===== config.mk =====
export PLATFORM = sky130hd
export DESIGN_NAME = if_id_regs_flat
export DESIGN_NICKNAME = d
export VERILOG_FILES = /design/src/rtl/if_id_regs_if.sv /design/src/rtl/if_id_regs.sv /design/src/flat_wrapper.sv
export SDC_FILE = /design/constraint.sdc
export NUM_CORES = 1
export LEC_CHECK = 0
export BUFFER_PORTS_ARGS = -buffer_cell sky130_fd_sc_hd__buf_4
export CAP_MARGIN = 0
export CORE_UTILIZATION = 48
export DETAILED_ROUTE_END_ITERATION = 16
export PLACE_DENSITY = 0.8
export SKIP_CTS_REPAIR_TIMING = 1
export SLEW_MARGIN = 5
export SYNTH_ARGS = -nofsm -noshare
export SYNTH_HDL_FRONTEND = slang
export SYNTH_SLANG_ARGS = --single-unit

===== constraint.sdc =====
create_clock -name clock -period 2.8 [get_ports clock]
set_clock_uncertainty 0.1 [all_clocks]
set_input_delay 0.14 -clock clock [delete_from_list [all_inputs] [get_ports clock]]
set_output_delay 0.14 -clock clock [all_outputs]
set_load 0.01 [all_outputs]

===== src/rtl/if_id_regs_if.sv =====
// Signal bundle between the fetch/decode stages and the IF/ID boundary registers.
// The master side is the surrounding pipeline; the slave side is if_id_regs.
interface if_id_regs_if #(
    parameter int CNT_W = 32
);
    logic [31:0]      npc;
    logic [31:0]      pc4;
    logic [31:0]      inst;
    logic [1:0]       pcsource;
    logic             wpcir;
    logic [31:0]      pc;
    logic [31:0]      dpc4;
    logic [31:0]      dinst;
    logic             dvalid;
    logic [CNT_W-1:0] inst_cnt;
    logic [CNT_W-1:0] stall_cnt;
    logic [CNT_W-1:0] flush_cnt;

    modport master (
        output npc, pc4, inst, pcsource, wpcir,
        input  pc, dpc4, dinst, dvalid, inst_cnt, stall_cnt, flush_cnt
    );

    modport slave (
        input  npc, pc4, inst, pcsource, wpcir,
        output pc, dpc4, dinst, dvalid, inst_cnt, stall_cnt, flush_cnt
    );
endinterface


===== src/rtl/if_id_regs.sv =====
// PC register and IF/ID pipeline register with load-use stall, optional
// wrong-path squash on redirect, and saturating performance counters.
module if_id_regs #(
    parameter logic [31:0] RESET_PC   = 32'h0000_0000,
    parameter bit          DELAY_SLOT = 1'b1,
    parameter int          CNT_W      = 32
) (
    input  logic         clock,
    input  logic         reset,
    if_id_regs_if.slave  bus
);
    logic [31:0]      pc_q;
    logic [31:0]      dpc4_q;
    logic [31:0]      dinst_q;
    logic             dvalid_q;
    logic [CNT_W-1:0] inst_cnt_q;
    logic [CNT_W-1:0] stall_cnt_q;
    logic [CNT_W-1:0] flush_cnt_q;
    logic             squash;

    // With delay slots the fetched instruction after a redirect is architecturally live.
    assign squash = (bus.pcsource != 2'b00) && !DELAY_SLOT;

    always_ff @(posedge clock) begin
        if (reset) begin
            pc_q        <= RESET_PC;
            dpc4_q      <= 32'h0;
            dinst_q     <= 32'h0;
            dvalid_q    <= 1'b0;
            inst_cnt_q  <= '0;
            stall_cnt_q <= '0;
            flush_cnt_q <= '0;
        end else if (!bus.wpcir) begin
            // The redirect decision is invalid while stalled, so pcsource is ignored here.
            if (stall_cnt_q != '1)
                stall_cnt_q <= stall_cnt_q + 1'b1;
        end else if (squash) begin
            pc_q     <= bus.npc;
            dpc4_q   <= bus.pc4;
            dinst_q  <= 32'h0;
            dvalid_q <= 1'b0;
            if (flush_cnt_q != '1)
                flush_cnt_q <= flush_cnt_q + 1'b1;
        end else begin
            pc_q     <= bus.npc;
            dpc4_q   <= bus.pc4;
            dinst_q  <= bus.inst;
            dvalid_q <= 1'b1;
            if (inst_cnt_q != '1)
                inst_cnt_q <= inst_cnt_q + 1'b1;
        end
    end

    assign bus.pc        = pc_q;
    assign bus.dpc4      = dpc4_q;
    assign bus.dinst     = dinst_q;
    assign bus.dvalid    = dvalid_q;
    assign bus.inst_cnt  = inst_cnt_q;
    assign bus.stall_cnt = stall_cnt_q;
    assign bus.flush_cnt = flush_cnt_q;
endmodule

===== src/flat_wrapper.sv =====
// flat-port wrapper written by rule: the top's interface ports become plain ports
module if_id_regs_flat 
#(
    parameter logic [31:0] RESET_PC   = 32'h0000_0000,
    parameter bit          DELAY_SLOT = 1'b1,
    parameter int          CNT_W      = 32
)
  (clock, reset, bus_npc, bus_pc4, bus_inst, bus_pcsource, bus_wpcir, bus_pc, bus_dpc4, bus_dinst, bus_dvalid, bus_inst_cnt, bus_stall_cnt, bus_flush_cnt);
  if_id_regs_if #(.CNT_W(CNT_W)) bus_i ();
  input  logic clock;
  input  logic reset;
  input wire logic [$bits(bus_i.npc)-1:0] bus_npc;
  input wire logic [$bits(bus_i.pc4)-1:0] bus_pc4;
  input wire logic [$bits(bus_i.inst)-1:0] bus_inst;
  input wire logic [$bits(bus_i.pcsource)-1:0] bus_pcsource;
  input wire logic [$bits(bus_i.wpcir)-1:0] bus_wpcir;
  output wire logic [$bits(bus_i.pc)-1:0] bus_pc;
  output wire logic [$bits(bus_i.dpc4)-1:0] bus_dpc4;
  output wire logic [$bits(bus_i.dinst)-1:0] bus_dinst;
  output wire logic [$bits(bus_i.dvalid)-1:0] bus_dvalid;
  output wire logic [$bits(bus_i.inst_cnt)-1:0] bus_inst_cnt;
  output wire logic [$bits(bus_i.stall_cnt)-1:0] bus_stall_cnt;
  output wire logic [$bits(bus_i.flush_cnt)-1:0] bus_flush_cnt;
  assign bus_i.npc = bus_npc;
  assign bus_i.pc4 = bus_pc4;
  assign bus_i.inst = bus_inst;
  assign bus_i.pcsource = bus_pcsource;
  assign bus_i.wpcir = bus_wpcir;
  assign bus_pc = bus_i.pc;
  assign bus_dpc4 = bus_i.dpc4;
  assign bus_dinst = bus_i.dinst;
  assign bus_dvalid = bus_i.dvalid;
  assign bus_inst_cnt = bus_i.inst_cnt;
  assign bus_stall_cnt = bus_i.stall_cnt;
  assign bus_flush_cnt = bus_i.flush_cnt;
  if_id_regs #(.RESET_PC(RESET_PC), .DELAY_SLOT(DELAY_SLOT), .CNT_W(CNT_W)) u_core (.clock(clock), .reset(reset), .bus(bus_i));
endmodule

# Yosys cells after proc, flatten, opt, wreduce, memory -nomap -nowiden
# Cells that the tools add are included.
[word_totals] inputBits=101 elab_cells=13 register_bits=161 output_inout_bits=193
[classes] n_addsub=2 n_reduce_logical=2 bitwise=1 n_eq_ne=2
[op_table] op="32-bit by 1-bit adder with 32-bit output (second input constant)" n=2
[op_table] op="32-bit != test (second input constant)" n=2
[op_table] op="2-bit AND reduction" n=2
[op_table] op="1-bit inverter" n=1

# Longest topological paths before layout
# Gate-level depths: netlist of the first run.
[depth] word_depth=2 mapped_depth=8 mapped_depth_nobuf=6

# Worst setup path before layout of the first run
# No wires, ideal clock.
[synth_path] path_type="reg-to-reg" startpoint="register u_core.stall_cnt_q[0], in the netlist u_core.bus.stall_cnt[0]" endpoint="register u_core.stall_cnt_q[27], in the netlist u_core.bus.stall_cnt[27]" path_stages_with_launch=7 setup_ps=121 synth_period_minus_slack_ps=2308 path_buffers=0 arrival_time_ps=2088 path_slack_ps=492 t_required_ps=2579 path_cell_list="dfxtp_1 ha_1 nand3_1 nor4_1 a2111oi_2 nand4_1 mux2_2"
[synth_via] elab_chain_cells=2 word_cells_on_any_way=3 classes_between="1 x add/sub; 1 x eq/ne; 1 x reduce/logical"
[synth_lines] item="start, declared" line="if_id_regs.sv:17" rtl="logic [CNT_W-1:0] stall_cnt_q;"
[synth_lines] item="start signal, assigned" line="if_id_regs.sv:36" rtl="stall_cnt_q <= stall_cnt_q + 1'b1;"
[synth_lines] item="parallel branches: the longest is 2 deep, another holds 32-bit by 1-bit adder with 32-bit output"
# Several ways; the timed one is not identified.
# A chain may end at the register's enable or synchronous reset.

# Final worst setup path of the first run
[layout_path] startpoint="register u_core.stall_cnt_q[8], in the netlist u_core.bus.stall_cnt[8]" endpoint="register u_core.stall_cnt_q[21], in the netlist u_core.bus.stall_cnt[21]"
# The elaborated chain is that of the path after synthesis.

==> impl_metrics.prom, run 1 <==
# TYPE chip_impl_metric gauge
chip_impl_metric{name="netlist-cell-type-count",unit=""} 48
chip_impl_metric{name="detail_route.first_pass.iterations",unit=""} 5
chip_impl_metric{name="ant_nets",unit=""} 0
chip_impl_metric{name="max_clock_freq",unit="MHz"} 399
chip_impl_metric{name="cts_htree_levels",unit=""} 4
chip_impl_metric{name="syn-cell-area",unit="um2"} 6850
chip_impl_info{name="timing.critical_path.from_type",value="register"} 1
chip_impl_info{name="path_cells",value="nand4_2 > nor4_1 > o2111ai_1 > or3_1 > a21oi_1"} 1
chip_impl_metric{name="wl_cell",unit="um"} 18.1
chip_impl_metric{name="average_cell_area_after_synthesis",unit="um2"} 9.29
chip_impl_metric{name="first_global_vias",unit=""} 5860
chip_impl_metric{name="synthesis.instances",unit=""} 738
chip_impl_metric{name="layout-drive-gt1-share",unit=""} 0.286
chip_impl_metric{name="synthToLayoutAreaGrowth",unit="%"} 51.8
chip_impl_metric{name="effective_utilization_at_floorplan",unit=""} 0.494
chip_impl_info{name="worst_setup_path_end_kind",value="register"} 1
chip_impl_metric{name="worst-slew-pin-transition",unit="ns"} 0.709
chip_impl_metric{name="dpl_cell_area",unit="um2"} 8870
chip_impl_info{name="synth.top_cells.by_area",value="dfxtp_1, mux2i_1, nor2_1, buf_4, a21oi_1"} 1
chip_impl_metric{name="clk_path_buf_depth",unit=""} 2
chip_impl_info{name="worstHoldPathType",value="primary input to register"} 1
chip_impl_metric{name="aggregate_negative_setup_slack",unit="ns"} 0
chip_impl_metric{name="yosys_register_bits",unit=""} 161
chip_impl_metric{name="total_drc_errors_in_the_routed_layout",unit=""} 0
chip_impl_metric{name="drt-total-wl",unit="um"} 23100
chip_impl_metric{name="die_w",unit="um"} 121
chip_impl_info{name="leading_area_contributor_after_synthesis",value="dfxtp_1"} 1
chip_impl_metric{name="clkSinkCount",unit=""} 161
chip_impl_info{name="cp_slowest_cell",value="nor4_1"} 1
chip_impl_metric{name="hold_viol_final",unit=""} 1
chip_impl_metric{name="static-leakage-power",unit="nW"} 4.65
chip_impl_metric{name="hold_path_cells",unit=""} 4
chip_impl_metric{name="hold_slack",unit="ns"} -0.000536
chip_impl_metric{name="worstSkewPairLatency",unit="ns"} 0.42
chip_impl_metric{name="gp_congestion",unit=""} 0.802
chip_impl_info{name="crit_path_from",value="u_core.bus.stall_cnt[8]"} 1
chip_impl_metric{name="drt_iter0_markers",unit=""} 507
chip_impl_metric{name="grt_start_max_net_pins",unit=""} 76
chip_impl_metric{name="routed-via-count",unit=""} 7044
chip_impl_metric{name="cts.clk_slew.worst_paths",unit="ns"} 0.06
chip_impl_metric{name="required",unit="ns"} 3.03
chip_impl_metric{name="report.final.setup_viol",unit=""} 0
chip_impl_metric{name="async_flop_share",unit=""} 0
chip_impl_metric{name="power_density",unit="nW/um2"} 520
chip_impl_metric{name="power.ir.vdd_worst",unit="uV"} 437
chip_impl_metric{name="maxSlewHeadroom",unit=""} 0.523
chip_impl_metric{name="global_route_wire_length_before_repair",unit="um"} 28800
chip_impl_metric{name="yosysSeqAreaShare",unit=""} 0.470
chip_impl_metric{name="synth_largest_type_area_fraction",unit=""} 0.470
chip_impl_info{name="clock_tree.root_cell",value="clkbuf_16"} 1
chip_impl_metric{name="minimum_clock_period",unit="ns"} 2.50
chip_impl_info{name="result_of_the_run",value="finished, violations left"} 1
chip_impl_metric{name="die_height",unit="um"} 121
chip_impl_info{name="yosys.cell_count.top_type",value="dfxtp_1"} 1
chip_impl_metric{name="fp.dieArea",unit="um2"} 14800
chip_impl_metric{name="synth-warning-count",unit=""} 0
chip_impl_metric{name="max_stage_delay",unit="ns"} 0.69
chip_impl_metric{name="vias_per_cell",unit=""} 5.50
chip_impl_metric{name="grt_antenna_before_repair",unit=""} 1
chip_impl_metric{name="dpl.hpwl",unit="um"} 13100
chip_impl_metric{name="grt_overflow",unit=""} 0
chip_impl_info{name="grt_setup_unrepaired",value="false"} 1
chip_impl_metric{name="rows",unit=""} 43
chip_impl_metric{name="data_arrival_time_at_the_worst_slack_endpoint",unit="ns"} 2.74
chip_impl_info{name="ys.flop_type",value="dfxtp_1"} 1
chip_impl_info{name="cts_tree",value="built"} 1
chip_impl_metric{name="worst-path-max-fanout",unit=""} 7
chip_impl_metric{name="design.core.area",unit="um2"} 13900
chip_impl_metric{name="cap_viol_max_count",unit=""} 0
chip_impl_metric{name="fin_crit_sh",unit=""} 0.894
chip_impl_metric{name="report.final.slew_viol_count",unit=""} 0
chip_impl_metric{name="io_pins",unit=""} 294
chip_impl_metric{name="cts_buffers",unit=""} 17
chip_impl_metric{name="finalInstanceArea",unit="um2"} 10400
chip_impl_info{name="min_from",value="bus_wpcir"} 1
chip_impl_metric{name="io_buffers",unit=""} 259
chip_impl_info{name="setup.worst_path.class",value="register to register"} 1
chip_impl_info{name="violations_in_the_final_reports",value="hold timing"} 1
chip_impl_metric{name="groute.usage.overall",unit=""} 0.248
chip_impl_metric{name="number_of_synthesized_flops_with_an_enable_pin",unit=""} 0
chip_impl_info{name="ys_top_cells_by_count",value="dfxtp_1, nor2_1, mux2i_1"} 1
chip_impl_info{name="reg2reg_from",value="u_core.bus.stall_cnt[8]"} 1
chip_impl_metric{name="final_net_count",unit=""} 1190
chip_impl_metric{name="ff2ff_path_depth",unit=""} 5
[where the power goes]
group / switching (mW) / total, mW / internal [mW]
Combinational: 0.326 / 0.701 / 0.375
Clock: 0.947 / 2.26 / 1.31
Sequential: 0.0661 / 2.45 / 2.38
[per-stage QoR]
stage | setup slack [ns] | hold WS, ns | utilization | power (mW) | instances
final | 0.296 | -0.000536 | 0.749 | 5.40 | 1280
after global routing | 0.145 | 0.0476 | 0.749 | 5.56 | 1279
after CTS | 0.372 | -0.162 | 0.680 | 5.24 | 1182
after detailed placement | 0.391 | 0.281 | 0.639 | 3.03 | 1152
after global placement | 0.436 | 0.272 | 0.639 | 3.02 | 1152
after floorplan | 0.492 | 0.188 | - | 2.77 | 769
[final timing paths]
check	endpoint	slack, ns
max	u_core.bus.stall_cnt[21]	0.30
min	u_core.bus.inst_cnt[30]	-0.0005
max reg2reg	u_core.bus.stall_cnt[21]	0.30
min reg2reg	u_core.bus.dvalid	0.37
[final cells by class]
type	instances	area [um2]
Multi-Input combinational cell	535	3350
Sequential cell	161	3220
Clock inverter	8	81.3
Clock buffer	22	484
Inverter	4	15.0
Timing Repair Buffer	368	3020
Antenna cell	2	5.00
Tap cell	180	225
Fill cell	879	3480
[layout by cell type, fill, tap and decap left out, types with 2 or more instances in the layout]
cell / Yosys / routed
dlygate4sd3_1: 0 / 96
a31oi_1: 3 / 3
xor2_1: 9 / 9
nor2b_1: 4 / 4
a31o_2: 2 / 2
and2_1: 3 / 3
mux2i_1: 98 / 98
o2111ai_1: 4 / 4
conb_1: 1 / 32
buf_4: 32 / 270
a21oi_1: 40 / 40
clkbuf_16: 0 / 17
and4_1: 5 / 5
nand2_1: 26 / 26
clkinvlp_4: 0 / 5
nor4_1: 6 / 6
o211ai_1: 2 / 2
nand3_1: 18 / 18
diode_2: 0 / 2
dfxtp_1: 161 / 161
o21ai_0: 26 / 26
nor3_1: 4 / 4
mux2_2: 3 / 3
nand2b_1: 2 / 2
inv_1: 3 / 3
xnor2_1: 8 / 8
nor2_1: 127 / 127
and3_1: 8 / 8
a211oi_1: 3 / 3
nand4_2: 2 / 2
or3_1: 25 / 25
o31ai_1: 15 / 15
nand4_1: 26 / 26
ha_1: 2 / 2
or4_1: 19 / 19
clkbuf_8: 0 / 4
[logic make-up after synthesis]
logic type | share of synthesized area
AO/OA/AOI/OAI | 0.0886
XOR/XNOR | 0.0217
adder cells (fa/ha/maj) | 0.00365
buffers and inverters | 0.0582
flip-flops | 0.470
multiplexers | 0.148
other | 0.000547
AND/OR/NAND/NOR | 0.209
[sequential cells by signal (all words and copies together), names as in the netlist]
name / count
u_core.bus.dinst: 32
u_core.bus.dpc4: 32
u_core.bus.dvalid: 1
u_core.bus.inst_cnt: 32
u_core.bus.pc: 32
u_core.bus.stall_cnt: 32
[critical path, delay by kind of cell (launching register included)]
family | cells | cell delay, ns
compound gates | 2 | 0.56
flops | 1 | 0.45
simple gates | 3 | 1.32
[per-layer routing]
metal	GRT usage	share of wire	vias up
li1	-	-	3272
met1	0.284	0.38	3365
met2	0.413	0.51	349
met3	0.103	0.074	58
met4	0.0872	0.034	0
met5	0	0	-
Note: power is estimated with default switching activity, not from simulation.
==> inputs of run 2 (changes only) <==
Settings changed: CORE_UTILIZATION 48 to 49, CTS_BUF_LIST set to sky130_fd_sc_hd__clkbuf_8, PLACE_DENSITY 0.8 to 0.82.
==> run 2 against run 1 <==
The run still ends with hold timing left. Global-route usage about the same. Die area decreased by 2.0%. Clock-buffer cell count decreased by 2. Routed wire length decreased by 2.1%. Register-to-register slack improved by 0.04 ns. Hold slack got worse by 0.015 ns. Cell count decreased by 0.63%. Sequential share of layout area increased by 0.51 points. Power decreased by 7.5%. Non-clock buffer count decreased by 5. Setup slack improved by 0.037 ns. Clock power decreased by 18%. Largest cell class unchanged. Largest power group unchanged.
==> impl_metrics.prom, run 2 (synthesis results as in run 1) <==
# TYPE chip_impl_metric gauge
chip_impl_metric{name="die_w",unit="um"} 120
chip_impl_metric{name="clkSinkCount",unit=""} 161
chip_impl_metric{name="power_density",unit="nW/um2"} 489
chip_impl_info{name="crit_path_from",value="u_core.bus.stall_cnt[8]"} 1
chip_impl_info{name="result_of_the_run",value="finished, violations left"} 1
chip_impl_metric{name="clk_path_buf_depth",unit=""} 2
chip_impl_metric{name="detailedPlace.worstSlack",unit="ns"} 0.371
chip_impl_info{name="violations_in_the_final_reports",value="hold timing"} 1
chip_impl_metric{name="final_net_count",unit=""} 1185
chip_impl_info{name="grt_setup_unrepaired",value="false"} 1
chip_impl_metric{name="worstSkewPairLatency",unit="ns"} 0.45
chip_impl_info{name="worstHoldPathType",value="primary input to register"} 1
chip_impl_metric{name="switching_share",unit=""} 0.257
chip_impl_metric{name="layout-drive-gt1-share",unit=""} 0.284
chip_impl_metric{name="max_stage_delay",unit="ns"} 0.63
chip_impl_metric{name="cts.clk_slew.worst_paths",unit="ns"} 0.08
chip_impl_metric{name="rows",unit=""} 42
chip_impl_info{name="path_cells",value="nand4_2 > or2_4 > or4_1 > or4_1 > a21oi_1"} 1
chip_impl_metric{name="first_global_vias",unit=""} 5792
chip_impl_info{name="commonest_non_fill_non_tap_cells_in_the_layout",value="buf_4, dfxtp_1, nor2_1"} 1
chip_impl_metric{name="design.core.area",unit="um2"} 13500
chip_impl_metric{name="required",unit="ns"} 3.06
chip_impl_info{name="worst_setup_path_end_kind",value="register"} 1
chip_impl_metric{name="die_height",unit="um"} 120
chip_impl_info{name="cp_slowest_cell",value="or4_1"} 1
chip_impl_metric{name="post-route-worst-setup-slack",unit="ns"} 0.334
chip_impl_metric{name="hold_slack",unit="ns"} -0.0154
chip_impl_metric{name="multi_input_area",unit="um2"} 3350
chip_impl_metric{name="cap_viol_max_count",unit=""} 0
chip_impl_metric{name="static-leakage-power",unit="nW"} 4.59
chip_impl_metric{name="grt_antenna_before_repair",unit=""} 2
chip_impl_metric{name="maxSlewHeadroom",unit=""} 0.264
chip_impl_info{name="timing.critical_path.from_type",value="register"} 1
chip_impl_metric{name="drt_iter0_markers",unit=""} 477
chip_impl_metric{name="global_route_wire_length_before_repair",unit="um"} 28500
chip_impl_metric{name="pwr-share-comb",unit=""} 0.139
chip_impl_metric{name="report.final.setup_viol",unit=""} 0
chip_impl_metric{name="io_pins",unit=""} 294
chip_impl_metric{name="groute.usage.overall",unit=""} 0.248
chip_impl_metric{name="max_clock_freq",unit="MHz"} 405
chip_impl_metric{name="switching_power",unit="mW"} 1.29
chip_impl_metric{name="power.ir.vdd_worst",unit="uV"} 360
chip_impl_metric{name="wl_cell",unit="um"} 17.8
chip_impl_info{name="reg2reg_from",value="u_core.bus.stall_cnt[8]"} 1
chip_impl_metric{name="grt_start_max_net_pins",unit=""} 108
chip_impl_metric{name="final-seq-area",unit="um2"} 3220
chip_impl_info{name="setup.worst_path.class",value="register to register"} 1
chip_impl_metric{name="power.share.clock",unit=""} 0.372
chip_impl_info{name="clock_tree.root_cell",value="clkbuf_8"} 1
chip_impl_metric{name="vias_per_cell",unit=""} 5.46
chip_impl_metric{name="ff2ff_path_depth",unit=""} 5
chip_impl_metric{name="num-fill-cells",unit=""} 872
chip_impl_metric{name="seqPwrFrac",unit=""} 0.489
chip_impl_metric{name="worst-path-max-fanout",unit=""} 8
chip_impl_metric{name="gp_congestion",unit=""} 0.807
chip_impl_metric{name="report.final.slew_viol_count",unit=""} 0
chip_impl_info{name="layout_commonest_cell",value="buf_4"} 1
chip_impl_metric{name="fp.dieArea",unit="um2"} 14500
chip_impl_metric{name="drt-total-wl",unit="um"} 22600
chip_impl_info{name="min_from",value="bus_wpcir"} 1
chip_impl_metric{name="aggregate_negative_setup_slack",unit="ns"} 0
chip_impl_metric{name="effective_utilization_at_floorplan",unit=""} 0.509
chip_impl_metric{name="fin_util",unit=""} 0.761
chip_impl_metric{name="worst-slew-pin-transition",unit="ns"} 1.10
chip_impl_metric{name="cts_htree_levels",unit=""} 4
chip_impl_metric{name="synthToLayoutAreaGrowth",unit="%"} 49.3
chip_impl_metric{name="internal_power",unit="mW"} 3.71
chip_impl_info{name="cts_tree",value="built"} 1
chip_impl_metric{name="fin_crit_sh",unit=""} 0.881
chip_impl_metric{name="hold_path_cells",unit=""} 4
chip_impl_metric{name="dpl.hpwl",unit="um"} 13000
chip_impl_metric{name="data_arrival_time_at_the_worst_slack_endpoint",unit="ns"} 2.73
chip_impl_metric{name="cts_buffers",unit=""} 17
chip_impl_metric{name="detail_route.first_pass.iterations",unit=""} 5
chip_impl_metric{name="grt_overflow",unit=""} 0
chip_impl_metric{name="hold_viol_final",unit=""} 2
chip_impl_metric{name="io_buffers",unit=""} 259
chip_impl_metric{name="ant_nets",unit=""} 0
chip_impl_info{name="cp_common_cell",value="or4_1"} 1
chip_impl_metric{name="routed-via-count",unit=""} 6949
chip_impl_metric{name="ff2ff_setup_slack",unit="ns"} 0.33
chip_impl_metric{name="minimum_clock_period",unit="ns"} 2.47
chip_impl_metric{name="total_drc_errors_in_the_routed_layout",unit=""} 0
==> run 2: worst max-delay path, delay by kind of cell (launching register included) <==
kind            cells  cell delay (ns)
flops               1             0.45
simple gates        4             1.68
compound gates      1             0.15
==> run 2: area by class of cell <==
class / instances / share of cell area
antenna: 1 / 0.000245
multi-input combinational: 535 / 0.327
inverter: 4 / 0.00147
timing repair buffer: 363 / 0.293
tap: 176 / 0.0215
clock inverter: 12 / 0.0152
sequential: 161 / 0.315
clock buffer: 20 / 0.0269
==> run 2: metrics by stage <==
stage,cell area [um2],instances,power (mW),hold slack [ns]
2_1_floorplan,6970,769,2.77,0.188
3_3_place_gp,8840,1143,3.02,0.271
3_5_place_dp,8840,1143,3.03,0.280
4_1_cts,9270,1175,4.83,-0.207
5_1_grt,10200,1272,5.16,0.00856
6_report,10200,1272,5.00,-0.0154
==> run 2: worst paths after layout <==
kind                                                  to
worst min-delay path             u_core.bus.inst_cnt[30]
worst max register to register  u_core.bus.stall_cnt[23]
worst max-delay path            u_core.bus.stall_cnt[23]
worst min register to register         u_core.bus.dvalid
==> run 2: per-layer routing <==
layer  routed length, um  GRT usage  share of wire
met5                  14          0        0.00062
met4                 911     0.0972          0.040
met3                1560     0.0991          0.069
met2               11400      0.412           0.51
met1                8720      0.285           0.39
==> run 2: power groups by stage <==
stage	clock network (mW)	registers (mW)	logic, mW
floorplan	0	2.52	0.250
global placement	0	2.48	0.536
detailed placement	0	2.48	0.546
CTS	1.86	2.43	0.546
global route	1.97	2.45	0.733
finish	1.86	2.44	0.696
==> inputs of run 3 (changes only) <==
Settings changed: ABC_AREA set to 1, CORE_UTILIZATION 49 to 50.
==> run 3 against run 2 <==
The run now ends clean. Cell count is 27% higher. Sequential share of layout area is 1.2 points lower. Setup slack better by 0.34 ns. Highest routed layer is now met4. Register-to-register slack better by 0.34 ns. Synthesized cell count is 47% higher. Fmax is 16% higher. Utilization is 3.0 points lower.
==> impl_metrics.prom, run 3 <==
# TYPE chip_impl_metric gauge
chip_impl_metric{name="fp.dieArea",unit="um2"} 15400
chip_impl_metric{name="worstSkewPairLatency",unit="ns"} 0.46
chip_impl_metric{name="async_flop_share",unit=""} 0
chip_impl_metric{name="netlist-cell-type-count",unit=""} 30
chip_impl_metric{name="io_pins",unit=""} 294
chip_impl_metric{name="ant_nets",unit=""} 0
chip_impl_metric{name="first_global_vias",unit=""} 6768
chip_impl_info{name="result_of_the_run",value="completed"} 1
chip_impl_metric{name="synth_largest_type_area_fraction",unit=""} 0.434
chip_impl_info{name="ys.flop_type",value="dfxtp_1"} 1
chip_impl_info{name="ys_top_cells_by_count",value="nor2_1, nand2_1, dfxtp_1"} 1
chip_impl_metric{name="routed-via-count",unit=""} 8440
chip_impl_metric{name="synthToLayoutAreaGrowth",unit="%"} 43.0
chip_impl_info{name="layout_commonest_cell",value="nor2_1"} 1
chip_impl_metric{name="data_arrival_time_at_the_worst_slack_endpoint",unit="ns"} 2.37
chip_impl_metric{name="num-fill-cells",unit=""} 1095
chip_impl_metric{name="syn-cell-area",unit="um2"} 7430
chip_impl_metric{name="report.final.slew_viol_count",unit=""} 0
chip_impl_metric{name="synth_mux_area_frac",unit=""} 0
chip_impl_metric{name="yosys_register_bits",unit=""} 161
chip_impl_metric{name="worst-path-max-fanout",unit=""} 30
chip_impl_metric{name="power.ir.vdd_worst",unit="uV"} 559
chip_impl_info{name="yosys.cell_count.top_type",value="nor2_1"} 1
chip_impl_metric{name="drt_iter0_markers",unit=""} 637
chip_impl_metric{name="max_clock_freq",unit="MHz"} 471
chip_impl_info{name="leading_area_contributor_after_synthesis",value="dfxtp_1"} 1
chip_impl_metric{name="die_height",unit="um"} 124
chip_impl_metric{name="total_drc_errors_in_the_routed_layout",unit=""} 0
chip_impl_info{name="cts_tree",value="built"} 1
chip_impl_metric{name="die_w",unit="um"} 124
chip_impl_metric{name="required",unit="ns"} 3.05
chip_impl_metric{name="hold_viol_final",unit=""} 0
chip_impl_metric{name="design.core.area",unit="um2"} 14500
chip_impl_info{name="worst_setup_path_end_kind",value="register"} 1
chip_impl_metric{name="grt_antenna_before_repair",unit=""} 0
chip_impl_metric{name="fin_crit_sh",unit=""} 0.758
chip_impl_metric{name="wl_cell",unit="um"} 15.2
chip_impl_info{name="grt_setup_unrepaired",value="false"} 1
chip_impl_metric{name="dpl.hpwl",unit="um"} 14300
chip_impl_metric{name="yosysSeqAreaShare",unit=""} 0.434
chip_impl_metric{name="cap_viol_max_count",unit=""} 0
chip_impl_metric{name="synthesis.instances",unit=""} 1085
chip_impl_metric{name="worst-slew-pin-transition",unit="ns"} 0.856
chip_impl_info{name="commonest_non_fill_non_tap_cells_in_the_layout",value="nor2_1, buf_4, nand2_1"} 1
chip_impl_metric{name="grt_start_max_net_pins",unit=""} 94
chip_impl_metric{name="layout-drive-gt1-share",unit=""} 0.230
chip_impl_metric{name="drt-total-wl",unit="um"} 24600
chip_impl_metric{name="synth_simple_gate_area_share",unit=""} 0.360
chip_impl_info{name="synth.top_cells.by_area",value="dfxtp_1, nor2_1, nand2_1, o21ai_0, nand3_1"} 1
chip_impl_metric{name="static-leakage-power",unit="nW"} 4.85
chip_impl_metric{name="cts_buffers",unit=""} 17
chip_impl_metric{name="clkSinkCount",unit=""} 161
chip_impl_info{name="clock_tree.root_cell",value="clkbuf_8"} 1
chip_impl_metric{name="cts.clk_slew.worst_paths",unit="ns"} 0.09
chip_impl_info{name="main_combinational_cell_family_by_area_after_synthesis",value="simple AND/OR/NAND/NOR gates"} 1
chip_impl_metric{name="rows",unit=""} 44
chip_impl_metric{name="minimum_clock_period",unit="ns"} 2.12
chip_impl_metric{name="synth_compound_area_frac",unit=""} 0.103
chip_impl_metric{name="post_synth_xor_area_fraction",unit=""} 0.00236
chip_impl_metric{name="maxSlewHeadroom",unit=""} 0.429
chip_impl_metric{name="io_buffers",unit=""} 259
chip_impl_info{name="setup.worst_path.class",value="register to register"} 1
chip_impl_metric{name="clk_path_buf_depth",unit=""} 2
chip_impl_metric{name="synth-warning-count",unit=""} 0
chip_impl_metric{name="grt_overflow",unit=""} 0
chip_impl_metric{name="aggregate_negative_setup_slack",unit="ns"} 0
chip_impl_metric{name="average_cell_area_after_synthesis",unit="um2"} 6.85
chip_impl_metric{name="report.final.setup_viol",unit=""} 0
chip_impl_metric{name="number_of_synthesized_flops_with_an_enable_pin",unit=""} 0
chip_impl_metric{name="groute.usage.overall",unit=""} 0.265
chip_impl_metric{name="power_density",unit="nW/um2"} 457
chip_impl_metric{name="final_net_count",unit=""} 1517
chip_impl_metric{name="gp_congestion",unit=""} 0.904
chip_impl_metric{name="detail_route.first_pass.iterations",unit=""} 5
chip_impl_metric{name="effective_utilization_at_floorplan",unit=""} 0.511
chip_impl_metric{name="cts_htree_levels",unit=""} 4
chip_impl_metric{name="synth-adder-area-share",unit=""} 0.00337
chip_impl_metric{name="vias_per_cell",unit=""} 5.24
chip_impl_info{name="worstHoldPathType",value="primary input to register"} 1
chip_impl_metric{name="global_route_wire_length_before_repair",unit="um"} 31900
chip_impl_metric{name="detailedPlace.worstSlack",unit="ns"} 0.725
chip_impl_info{name="timing.critical_path.from_type",value="register"} 1
chip_impl_metric{name="post-route-worst-setup-slack",unit="ns"} 0.677
## run 3: routing by layer
layer,share of wire,wire (um),GRT usage,vias to the layer above
met2,0.49,12100,0.435,429
li1,-,-,-,4050
met4,0.034,845,0.0982,0
met3,0.086,2120,0.0975,83
met5,0,0,0,-
met1,0.39,9530,0.316,3878
## run 3: kinds of logic (layout without fill, tap and decap cells)
family / Yosys count / after routing
compound gates: 153 / 153
xor+xnor: 2 / 2
fa+ha+maj: 2 / 2
buf+inv: 135 / 446
flops: 161 / 161
other cells: 1 / 33
simple gates: 631 / 631
## run 3: area by class of cell
cell class | count | area, um2 | share of cell area
diodes | 1 | 2.50 | 0.000236
clock buffers | 18 | 248 | 0.0233
clock inverters | 14 | 130 | 0.0122
inverters | 52 | 199 | 0.0187
multi-input cells | 820 | 3600 | 0.339
flip-flops and latches | 161 | 3220 | 0.303
well taps | 184 | 230 | 0.0217
repair buffers | 362 | 2990 | 0.281
## run 3: path summary, 6_finish.rpt
path / end / start / slack (ns) / cells after the start
worst max-delay path: u_core.bus.stall_cnt[30] / u_core.bus.stall_cnt[0] / 0.68 / 10
worst min-delay path: u_core.bus.inst_cnt[3] / bus_wpcir / 0.02 / 3
worst max register to register: u_core.bus.stall_cnt[30] / u_core.bus.stall_cnt[0] / 0.68 / 10
worst min register to register: u_core.bus.pc[5] / u_core.bus.pc[5] / 0.40 / 2
## run 3: worst max-delay path, stage by stage, from the launching register on
cell and delay, ns:
dfxtp_1 0.44, ha_1 0.23, inv_1 0.10, nor2_4 0.13, nand2_2 0.10, nor2_8 0.16, nand2_2 0.34, nand3_1 0.24
nand2_1 0.07, nand2_1 0.05, nor2_1 0.04
## run 3: report_power, final
part           switching, mW  internal [mW]
sequential            0.0627           2.39
combinational          0.360          0.367
clock                  0.944          0.737
total                   1.37           3.49
## run 3: through the flow
stage,instance area (um2),instances,total power [mW],hold WS [ns],utilization
2_1_floorplan,7550,1116,2.78,0.175,-
6_report,10600,1612,4.86,0.0163,0.731
3_3_place_gp,9260,1481,3.05,0.260,0.637
4_1_cts,9640,1513,4.71,-0.230,0.663
3_5_place_dp,9260,1481,3.06,0.266,0.637
5_1_grt,10600,1611,5.04,0.0113,0.731
